## config.mk

```make
export PLATFORM = sky130hd
export DESIGN_NAME = tlp_mwr_tx_flat
export DESIGN_NICKNAME = d
export VERILOG_FILES = /design/src/rtl/tlp_pkg.sv /design/src/rtl/tlp_mwr_tx_if.sv /design/src/rtl/tlp_addr_gen.sv /design/src/rtl/tlp_mwr_tx.sv /design/src/flat_wrapper.sv
export SDC_FILE = /design/constraint.sdc
export NUM_CORES = 1
export LEC_CHECK = 0
export CAP_MARGIN = 25
export CORE_ASPECT_RATIO = 2
export CORE_UTILIZATION = 51
export DETAILED_ROUTE_END_ITERATION = 10
export HOLD_SLACK_MARGIN = 0.02
export PLACE_DENSITY = 0.88
export SLEW_MARGIN = 10
export SYNTH_ARGS = -nofsm -noshare
export SYNTH_HDL_FRONTEND = slang
export SYNTH_SLANG_ARGS = --single-unit
```

## constraint.sdc

```tcl
create_clock -name clk -period 10.8 [get_ports clk]
set_input_delay 1.62 -clock clk [delete_from_list [all_inputs] [get_ports clk]]
set_output_delay 1.62 -clock clk [all_outputs]
set_load 0.03 [all_outputs]
```

## src/rtl/tlp_pkg.sv

```systemverilog
// rtl/tlp_pkg.sv - shared TLP header constants, TX state enum and header builders
//
// Contents:
//   FMT_3DW_WD  fmt field for a 3DW header with data
//   TYPE_MEM    type field for memory requests
//   state_e     TX framer state (IDLE, REQ, HDR0, HDR1, DATA, LAST)
//   mk_dw0      header DW0 for a MWr of the given DW length (1024 encodes as 0)
//   mk_dw1      header DW1 {requester id, tag, last BE, first BE}
package tlp_pkg;

  localparam logic [1:0] FMT_3DW_WD = 2'b10;
  localparam logic [4:0] TYPE_MEM   = 5'b00000;

  typedef enum logic [2:0] {
    ST_IDLE,
    ST_REQ,
    ST_HDR0,
    ST_HDR1,
    ST_DATA,
    ST_LAST
  } state_e;

  // {R, fmt, type, R, TC, R, attr, R, TH, TD, EP, attr, AT, length}; all
  // optional fields are zero, so only fmt/type/length are non-zero.
  function automatic logic [31:0] mk_dw0(input logic [9:0] len);
    return {1'b0, FMT_3DW_WD, TYPE_MEM, 14'd0, len};
  endfunction

  function automatic logic [31:0] mk_dw1(input logic [15:0] rid,
                                         input logic [7:0]  tag,
                                         input logic [3:0]  lbe,
                                         input logic [3:0]  fbe);
    return {rid, tag, lbe, fbe};
  endfunction

endpackage

```

## src/rtl/tlp_mwr_tx_if.sv

```systemverilog
// rtl/tlp_mwr_tx_if.sv - 64-bit AXI4-Stream TX beat interface toward the PCIe core
//
// Signals:
//   enc_tx_tdata   64  stream data
//   enc_tx_tstrb   8   byte strobes
//   enc_tx_tvalid  1   beat valid
//   enc_tx_tlast   1   last beat of TLP
//   enc_tx_tready  1   core accepts beat
// Modports: master (TLP source), slave (PCIe core side).
interface tlp_mwr_tx_if;

  logic [63:0] enc_tx_tdata;
  logic [7:0]  enc_tx_tstrb;
  logic        enc_tx_tvalid;
  logic        enc_tx_tlast;
  logic        enc_tx_tready;

  modport master (
    output enc_tx_tdata,
    output enc_tx_tstrb,
    output enc_tx_tvalid,
    output enc_tx_tlast,
    input  enc_tx_tready
  );

  modport slave (
    input  enc_tx_tdata,
    input  enc_tx_tstrb,
    input  enc_tx_tvalid,
    input  enc_tx_tlast,
    output enc_tx_tready
  );

endinterface

```

## src/rtl/tlp_addr_gen.sv

```systemverilog
// rtl/tlp_addr_gen.sv - destination address and tag counters for the MWr framer
//
// Ports:
//   clk, reset   clock, synchronous active-high reset
//   tx_en_i      DMA enable; low while idle reloads address and tag
//   idle_i       framer is in IDLE (reload only allowed between TLPs)
//   adv_i        LAST beat transferred: step address, bump tag
//   base_i       ring base address (DW aligned)
//   size_i       ring size in bytes
//   addr_o       address for the next/current TLP
//   tag_o        tag for the next/current TLP
module tlp_addr_gen #(
  parameter logic [31:0] STEP = 32'd128
) (
  input  logic        clk,
  input  logic        reset,
  input  logic        tx_en_i,
  input  logic        idle_i,
  input  logic        adv_i,
  input  logic [31:0] base_i,
  input  logic [31:0] size_i,
  output logic [31:0] addr_o,
  output logic [7:0]  tag_o
);

  logic [31:0] addr_q, addr_d;
  logic [7:0]  tag_q, tag_d;
  logic [31:0] addr_nxt;

  always_ff @(posedge clk) begin
    if (reset) begin
      addr_q <= base_i;
      tag_q  <= 8'd0;
    end else begin
      addr_q <= addr_d;
      tag_q  <= tag_d;
    end
  end

  always_comb begin
    addr_d   = addr_q;
    tag_d    = tag_q;
    addr_nxt = addr_q + STEP;
    if (adv_i) begin
      // Offset of the next TLP from base reaching the ring size means the
      // ring is exhausted; restart at base.
      addr_d = ((addr_nxt - base_i) >= size_i) ? base_i : addr_nxt;
      tag_d  = tag_q + 8'd1;
    end else if (idle_i && !tx_en_i) begin
      addr_d = base_i;
      tag_d  = 8'd0;
    end
  end

  assign addr_o = addr_q;
  assign tag_o  = tag_q;

endmodule

```

## src/rtl/tlp_mwr_tx.sv

```systemverilog
// rtl/tlp_mwr_tx.sv - posted Memory Write TLP generator draining a 64-bit FWFT FIFO
//
// Optional feature macro: TLP_MWR_TX_STATS_EN (adds tlp_cnt / dw_cnt outputs).
// Ports:
//   clk, reset          clock, synchronous active-high reset
//   lnk_up, tx_en       start gating (only sampled in IDLE)
//   dma_base_addr/size  destination ring
//   requester_id        header DW1 requester id
//   fifo_rd_data/empty/level, fifo_rd_en   FWFT FIFO read side
//   tx_req / tx_gnt     TX bus arbitration
//   tx                  stream toward the PCIe core (tlp_mwr_tx_if.master)
//   busy                TLP in progress
//   tlp_cnt, dw_cnt     (stats build only) completed TLPs / payload DWs
module tlp_mwr_tx
  import tlp_pkg::*;
#(
  parameter int PAYLOAD_DW = 32,
  parameter int LVL_W      = 10
) (
  input  logic             clk,
  input  logic             reset,
  input  logic             lnk_up,
  input  logic             tx_en,
  input  logic [31:0]      dma_base_addr,
  input  logic [31:0]      dma_size,
  input  logic [15:0]      requester_id,
  input  logic [63:0]      fifo_rd_data,
  input  logic             fifo_empty,
  input  logic [LVL_W-1:0] fifo_level,
  output logic             fifo_rd_en,
  output logic             tx_req,
  input  logic             tx_gnt,
  tlp_mwr_tx_if.master     tx,
  output logic             busy
`ifdef TLP_MWR_TX_STATS_EN
  ,
  output logic [31:0]      tlp_cnt,
  output logic [31:0]      dw_cnt
`endif
);

  localparam int               NDATA     = PAYLOAD_DW / 2 - 1;
  localparam logic [6:0]       DATA_LAST = 7'(NDATA - 1);
  localparam logic [LVL_W-1:0] MIN_LVL   = LVL_W'(PAYLOAD_DW / 2);
  localparam logic [9:0]       LEN       = 10'(PAYLOAD_DW);

  state_e      state_q, state_d;
  logic [31:0] carry_q, carry_d;
  logic [6:0]  cnt_q, cnt_d;
  logic        adv;
  logic [31:0] addr;
  logic [7:0]  tag;

  tlp_addr_gen #(
    .STEP (32'(PAYLOAD_DW * 4))
  ) u_addr_gen (
    .clk     (clk),
    .reset   (reset),
    .tx_en_i (tx_en),
    .idle_i  (state_q == ST_IDLE),
    .adv_i   (adv),
    .base_i  (dma_base_addr),
    .size_i  (dma_size),
    .addr_o  (addr),
    .tag_o   (tag)
  );

  always_ff @(posedge clk) begin
    if (reset) begin
      state_q <= ST_IDLE;
      carry_q <= 32'd0;
      cnt_q   <= 7'd0;
    end else begin
      state_q <= state_d;
      carry_q <= carry_d;
      cnt_q   <= cnt_d;
    end
  end

  // Beats are built combinationally from state, carry and the FWFT head, so
  // they stay stable under backpressure without extra holding registers.
  always_comb begin
    state_d          = state_q;
    carry_d          = carry_q;
    cnt_d            = cnt_q;
    tx_req           = 1'b0;
    fifo_rd_en       = 1'b0;
    adv              = 1'b0;
    tx.enc_tx_tvalid = 1'b0;
    tx.enc_tx_tdata  = 64'd0;
    tx.enc_tx_tstrb  = 8'h00;
    tx.enc_tx_tlast  = 1'b0;
    case (state_q)
      ST_IDLE: begin
        if (tx_en && lnk_up && (fifo_level >= MIN_LVL)) state_d = ST_REQ;
      end
      ST_REQ: begin
        tx_req = 1'b1;
        if (tx_gnt) state_d = ST_HDR0;
      end
      ST_HDR0: begin
        tx_req           = 1'b1;
        tx.enc_tx_tvalid = 1'b1;
        tx.enc_tx_tdata  = {mk_dw1(requester_id, tag, 4'hF, 4'hF), mk_dw0(LEN)};
        tx.enc_tx_tstrb  = 8'hFF;
        if (tx.enc_tx_tready) state_d = ST_HDR1;
      end
      ST_HDR1: begin
        tx_req           = 1'b1;
        tx.enc_tx_tvalid = !fifo_empty;
        tx.enc_tx_tdata  = {fifo_rd_data[31:0], addr};
        tx.enc_tx_tstrb  = 8'hFF;
        if (!fifo_empty && tx.enc_tx_tready) begin
          fifo_rd_en = 1'b1;
          carry_d    = fifo_rd_data[63:32];
          cnt_d      = 7'd0;
          state_d    = (NDATA == 0) ? ST_LAST : ST_DATA;
        end
      end
      ST_DATA: begin
        tx_req           = 1'b1;
        tx.enc_tx_tvalid = !fifo_empty;
        tx.enc_tx_tdata  = {fifo_rd_data[31:0], carry_q};
        tx.enc_tx_tstrb  = 8'hFF;
        if (!fifo_empty && tx.enc_tx_tready) begin
          fifo_rd_en = 1'b1;
          carry_d    = fifo_rd_data[63:32];
          cnt_d      = cnt_q + 7'd1;
          if (cnt_q == DATA_LAST) state_d = ST_LAST;
        end
      end
      ST_LAST: begin
        tx_req           = 1'b1;
        tx.enc_tx_tvalid = 1'b1;
        tx.enc_tx_tdata  = {32'h0, carry_q};
        tx.enc_tx_tstrb  = 8'h0F;
        tx.enc_tx_tlast  = 1'b1;
        if (tx.enc_tx_tready) begin
          adv     = 1'b1;
          state_d = ST_IDLE;
        end
      end
      default: state_d = ST_IDLE;
    endcase
  end

  assign busy = (state_q != ST_IDLE);

`ifdef TLP_MWR_TX_STATS_EN
  always_ff @(posedge clk) begin
    if (reset) begin
      tlp_cnt <= 32'd0;
      dw_cnt  <= 32'd0;
    end else if (adv) begin
      tlp_cnt <= tlp_cnt + 32'd1;
      dw_cnt  <= dw_cnt + 32'(PAYLOAD_DW);
    end
  end
`endif

endmodule

```

## src/flat_wrapper.sv

```systemverilog
// flat-port wrapper written by rule: the top's interface ports become plain ports
module tlp_mwr_tx_flat import tlp_pkg::*;
#(
  parameter int PAYLOAD_DW = 32,
  parameter int LVL_W      = 10
)
  (clk, reset, lnk_up, tx_en, dma_base_addr, dma_size, requester_id, fifo_rd_data, fifo_empty, fifo_level, fifo_rd_en, tx_req, tx_gnt, busy, tx_enc_tx_tdata, tx_enc_tx_tstrb, tx_enc_tx_tvalid, tx_enc_tx_tlast, tx_enc_tx_tready);
  tlp_mwr_tx_if tx_i ();
  input  logic clk;
  input  logic reset;
  input  logic lnk_up;
  input  logic tx_en;
  input  logic [31:0] dma_base_addr;
  input  logic [31:0] dma_size;
  input  logic [15:0] requester_id;
  input  logic [63:0] fifo_rd_data;
  input  logic fifo_empty;
  input  logic [LVL_W-1:0] fifo_level;
  output logic fifo_rd_en;
  output logic tx_req;
  input  logic tx_gnt;
  output logic busy;
  output wire logic [$bits(tx_i.enc_tx_tdata)-1:0] tx_enc_tx_tdata;
  output wire logic [$bits(tx_i.enc_tx_tstrb)-1:0] tx_enc_tx_tstrb;
  output wire logic [$bits(tx_i.enc_tx_tvalid)-1:0] tx_enc_tx_tvalid;
  output wire logic [$bits(tx_i.enc_tx_tlast)-1:0] tx_enc_tx_tlast;
  input wire logic [$bits(tx_i.enc_tx_tready)-1:0] tx_enc_tx_tready;
  assign tx_enc_tx_tdata = tx_i.enc_tx_tdata;
  assign tx_enc_tx_tstrb = tx_i.enc_tx_tstrb;
  assign tx_enc_tx_tvalid = tx_i.enc_tx_tvalid;
  assign tx_enc_tx_tlast = tx_i.enc_tx_tlast;
  assign tx_i.enc_tx_tready = tx_enc_tx_tready;
  tlp_mwr_tx #(.PAYLOAD_DW(PAYLOAD_DW), .LVL_W(LVL_W)) u_core (.clk(clk), .reset(reset), .lnk_up(lnk_up), .tx_en(tx_en), .dma_base_addr(dma_base_addr), .dma_size(dma_size), .requester_id(requester_id), .fifo_rd_data(fifo_rd_data), .fifo_empty(fifo_empty), .fifo_level(fifo_level), .fifo_rd_en(fifo_rd_en), .tx_req(tx_req), .tx_gnt(tx_gnt), .tx(tx_i), .busy(busy));
endmodule
```

==> flow_metrics.py <==
metrics = {
    "die": {
        "die_h_um": 169,
        "row_count": 60,
        "fp.dieW_um": 85.6,
        "core_area_um2": 13500,
        "io_pins": 238,
        "start_util_pct": 52.7,
        "dieArea_um2": 14500,
    },
    "clock_tree": {
        "clockBufferDepth": 2,
        "cts_buffers": 9,
        "cts_setup_buffers": 0,
        "cts_tree": "done",
        "cts_max_level": 3,
        "clk_pin_slew_ps": 60,
        "cts_hold_buf": 0,
        "clock_latency_ps": 330,
        "cts_num_sinks": 82,
        "cts_resized": 0,
        "cts-root-buf": "clkbuf_16",
    },
    "synth": {
        "synth_top_flop_cell": "dfxtp_1",
        "ys_warn_count": 0,
        "synth_area_per_cell_um2": 8.40,
        "synth_cells": 849,
        "synth_seq_cells": 82,
        "synth.area.mux_share_pct": 4.25,
        "synth_top_family_by_area": "compound AO/OA/AOI/OAI gates",
        "synth_area_um2": 7130,
        "synth-simple-area-share_pct": 17.3,
        "synth_edf_count": 32,
        "synth_fp_nets": 1078,
        "synth_xor_area_share_pct": 7.11,
        "yosys.cell_types.count": 77,
        "synthArstFlopShare_pct": 0,
        "synth_compound_area_share_pct": 24.7,
        "yosysSeqAreaShare_pct": 27.5,
        "yosys.area_share.adder_pct": 12.0,
    },
    "grt": {
        "grt_pass1_vias": 6938,
        "grt_overflow_total": 0,
        "grt_use_met3_pct": 4.47,
        "grt_use_met1_pct": 26.4,
        "gr-usage-met2_pct": 52.5,
        "track_usage_pct": 27.3,
        "grt_busiest_layer": "met2",
        "grt_max_degree": 48,
        "antenna_found_initial": 0,
        "grt_pass1_wl_um": 31500,
    },
    "drt": {
        "routed_wirelength_um": 19800,
        "wire_per_inst_um": 16.3,
        "via_count": 6916,
        "route.detailed.drc": 0,
        "postRouteAntennaNets": 0,
        "viasPerCell": 5.69,
        "drt_iter0_markers": 256,
        "dr.pass1.iters": 5,
    },
    "setup_path": {
        "path_buf_inv": 3,
        "r2r_slack_ps": 5250,
        "critPathArrivalTime_ps": 6280,
        "max_stage_delay_ps": 480,
        "rr_startpoint": "u_core.u_addr_gen.addr_o[7]",
        "rr_endpoint": "u_core.u_addr_gen.addr_o[6]",
        "endpoint_kind": "flop",
        "critPathSlowestCell": "clkdlybuf4s50_1",
        "start_kind": "input pin",
        "cp.required_ps": 10800,
        "rr_worst_depth": 20,
        "worst-setup-path-type": "in -> reg",
        "path_max_fanout": 33,
        "crit_chain": "clkdlybuf4s50_1 > ha_1 > inv_1 > fa_1 > a21oi_1 > nand4b_1 > a211o_1 > a21oi_2 > o21ai_2 > o21ai_1 > a31o_2 > xor2_1 > ha_1 > nand4_1 > a2111oi_0 > o21ai_1 > o211a_1 > o31ai_4 > buf_4 > and2_1",
        "cp_top_family": "compound AO/OA/AOI/OAI gates",
    },
    "layout": {
        "area_delta_synth_final_pct": 37.4,
        "nets": 1285,
        "layout-drive-gt1-share_pct": 5.75,
        "n_antenna_cell": 0,
    },
    "sta": {
        "slew_viol_final": 0,
        "fmax_ghz": 0.159,
        "setup_viol": 0,
        "maxSlewHeadroom_pct": 48.8,
        "worst_slack_ps": 4520,
        "worstMarginPinSlew_ps": 767,
        "min_period_ps": 6280,
        "period_share_pct": 58.1,
        "fin_skew_ps": 9.04,
        "rsz0062_at_grt": "false",
        "setup_tns_ps": 0,
        "final_hold_viol_count": 0,
    },
    "worst_hold_path": {
        "hold_class": "reg -> reg",
        "min_from": "u_core.carry_q[10]",
        "holdPathEnd": "u_core.carry_q[10]",
        "min_path_cells": 2,
    },
    "status": {
        "status": "completed",
    },
    "pwr": {
        "peakVddDrop_mv": 0.0872,
        "power.density_nw_per_um2": 113,
        "power_leakage_nw": 4.16,
    },
    "placement": {
        "dp_worst_setup_slack_ps": 4210,
        "dp_hpwl_um": 16100,
        "io_buffer_count": 233,
        "routabilityCongestion": 0.876,
    },
    "flow_run": {
        "drv_cap": 0,
    },
}
## power breakdown
part	leakage [nW]	total [mW]	internal, mW	switching [mW]
clock network	0.138	0.289	0.169	0.120
registers	0.726	0.359	0.339	0.0205
logic	3.29	0.454	0.218	0.235
## layer usage
| layer | vias up | wire, µm |
|---|---|---|
| li1 | 3436 | - |
| met1 | 3163 | 6990 |
| met2 | 259 | 10700 |
| met3 | 58 | 1050 |
| met4 | 0 | 1090 |
| met5 | - | 0 |
## kinds of logic after synthesis
group / after synthesis
and+or+nand+nor: 254
AOI/OAI and AO/OA: 241
buffers and inverters: 120
DFF: 82
adders and majority gates: 68
xor gates and xnor gates: 57
muxes: 27
## area by class of cell
class / instances / area (µm²)
Clock inverter: 5 / 37.5
Tap cell: 155 / 194
Timing Repair Buffer: 239 / 2390
Multi-Input combinational cell: 647 / 4670
Sequential cell: 82 / 1960
Inverter: 77 / 289
Clock buffer: 11 / 253
Fill cell: 1006 / 3720
## per-stage QoR
step           power (mW)  hold WS [ps]  util (%)  area [µm²]  std cells
2_1_floorplan       0.660           436         -        7130        849
3_3_place_gp        0.804           442      70.1        9480       1199
3_5_place_dp        0.816           446      70.1        9480       1199
4_1_cts              1.11           455      72.3        9770       1215
5_1_grt              1.17           477      72.5        9790       1216
6_report             1.10           453      72.5        9790       1216
## worst max path at each step
| stage | start | endpoint | slack [ps] | depth (start not counted) |
|---|---|---|---|---|
| 2_1_floorplan | dma_base_addr[1] | u_core.u_addr_gen.addr_o[0] | 5400 | 18 |
| 3_3_place_gp | dma_base_addr[0] | u_core.u_addr_gen.addr_o[0] | 4290 | 20 |
| 3_5_place_dp | dma_base_addr[0] | u_core.u_addr_gen.addr_o[0] | 4210 | 20 |
| 4_1_cts | u_core.state_q[0] | fifo_rd_en | 4330 | 6 |
| 5_1_grt | dma_base_addr[0] | u_core.u_addr_gen.addr_o[5] | 4220 | 20 |
| 6_report | dma_base_addr[0] | u_core.u_addr_gen.addr_o[6] | 4520 | 20 |
## synth_stat cells (13+ instances only)
master | n | area share [%]
a21o_1 | 39 | 4.1
nor2_1 | 46 | 2.4
o21ai_0 | 20 | 1.4
xor2_1 | 22 | 2.7
xnor2_1 | 34 | 4.2
a21oi_1 | 71 | 5.0
nand4_1 | 13 | 1.1
edfxtp_1 | 32 | 13
dfxtp_1 | 50 | 14
clkbuf_1 | 25 | 1.3
nand2_1 | 102 | 5.4
nand3_1 | 20 | 1.4
mux2_1 | 21 | 3.3
inv_1 | 76 | 4.0
a22o_1 | 54 | 6.6
ha_1 | 67 | 12
## registers in the layout, indices dropped and copies added, names as in the netlist
register,count
u_core.state_q,3
u_core.u_addr_gen.tag_o,8
u_core.cnt_q,7
u_core.u_addr_gen.addr_o,32
u_core.carry_q,32
## worst register-to-register path: stages (launching register included)
cell       delay, ps
edfxtp_1         440
ha_1             240
nand3_1          110
nor2_2           220
nand3_1          150
or2_2            330
xnor2_1          140
ha_1             430
nand3_1          210
or2_2            360
o32ai_4          310
a21oi_1          130
xnor2_1          140
ha_1             280
nand4_1          140
a2111oi_0        290
o21ai_1          160
o211a_1          200
o31ai_4          180
buf_4            390
and2_1           380
## placed cells by master (no fill, tap or decap), types with 3 or more instances in the layout
| cell type | count |
|---|---|
| a211oi_1 | 6 |
| a21o_1 | 39 |
| a21oi_1 | 71 |
| a22o_1 | 54 |
| a31oi_1 | 6 |
| and2_1 | 11 |
| and3_1 | 11 |
| and4_1 | 4 |
| buf_4 | 5 |
| clkbuf_16 | 9 |
| clkdlybuf4s50_1 | 232 |
| dfxtp_1 | 50 |
| edfxtp_1 | 32 |
| ha_1 | 67 |
| inv_1 | 76 |
| mux2_1 | 21 |
| mux2_2 | 5 |
| nand2_1 | 102 |
| nand2b_1 | 4 |
| nand3_1 | 20 |
| nand4_1 | 13 |
| nor2_1 | 45 |
| nor2b_1 | 8 |
| nor3_1 | 7 |
| o21a_1 | 6 |
| o21ai_0 | 20 |
| o21ai_1 | 3 |
| o21ai_2 | 3 |
| or2_2 | 6 |
| or3_1 | 5 |
| xnor2_1 | 34 |
| xor2_1 | 22 |
Note: power is estimated with default switching activity, not from simulation.
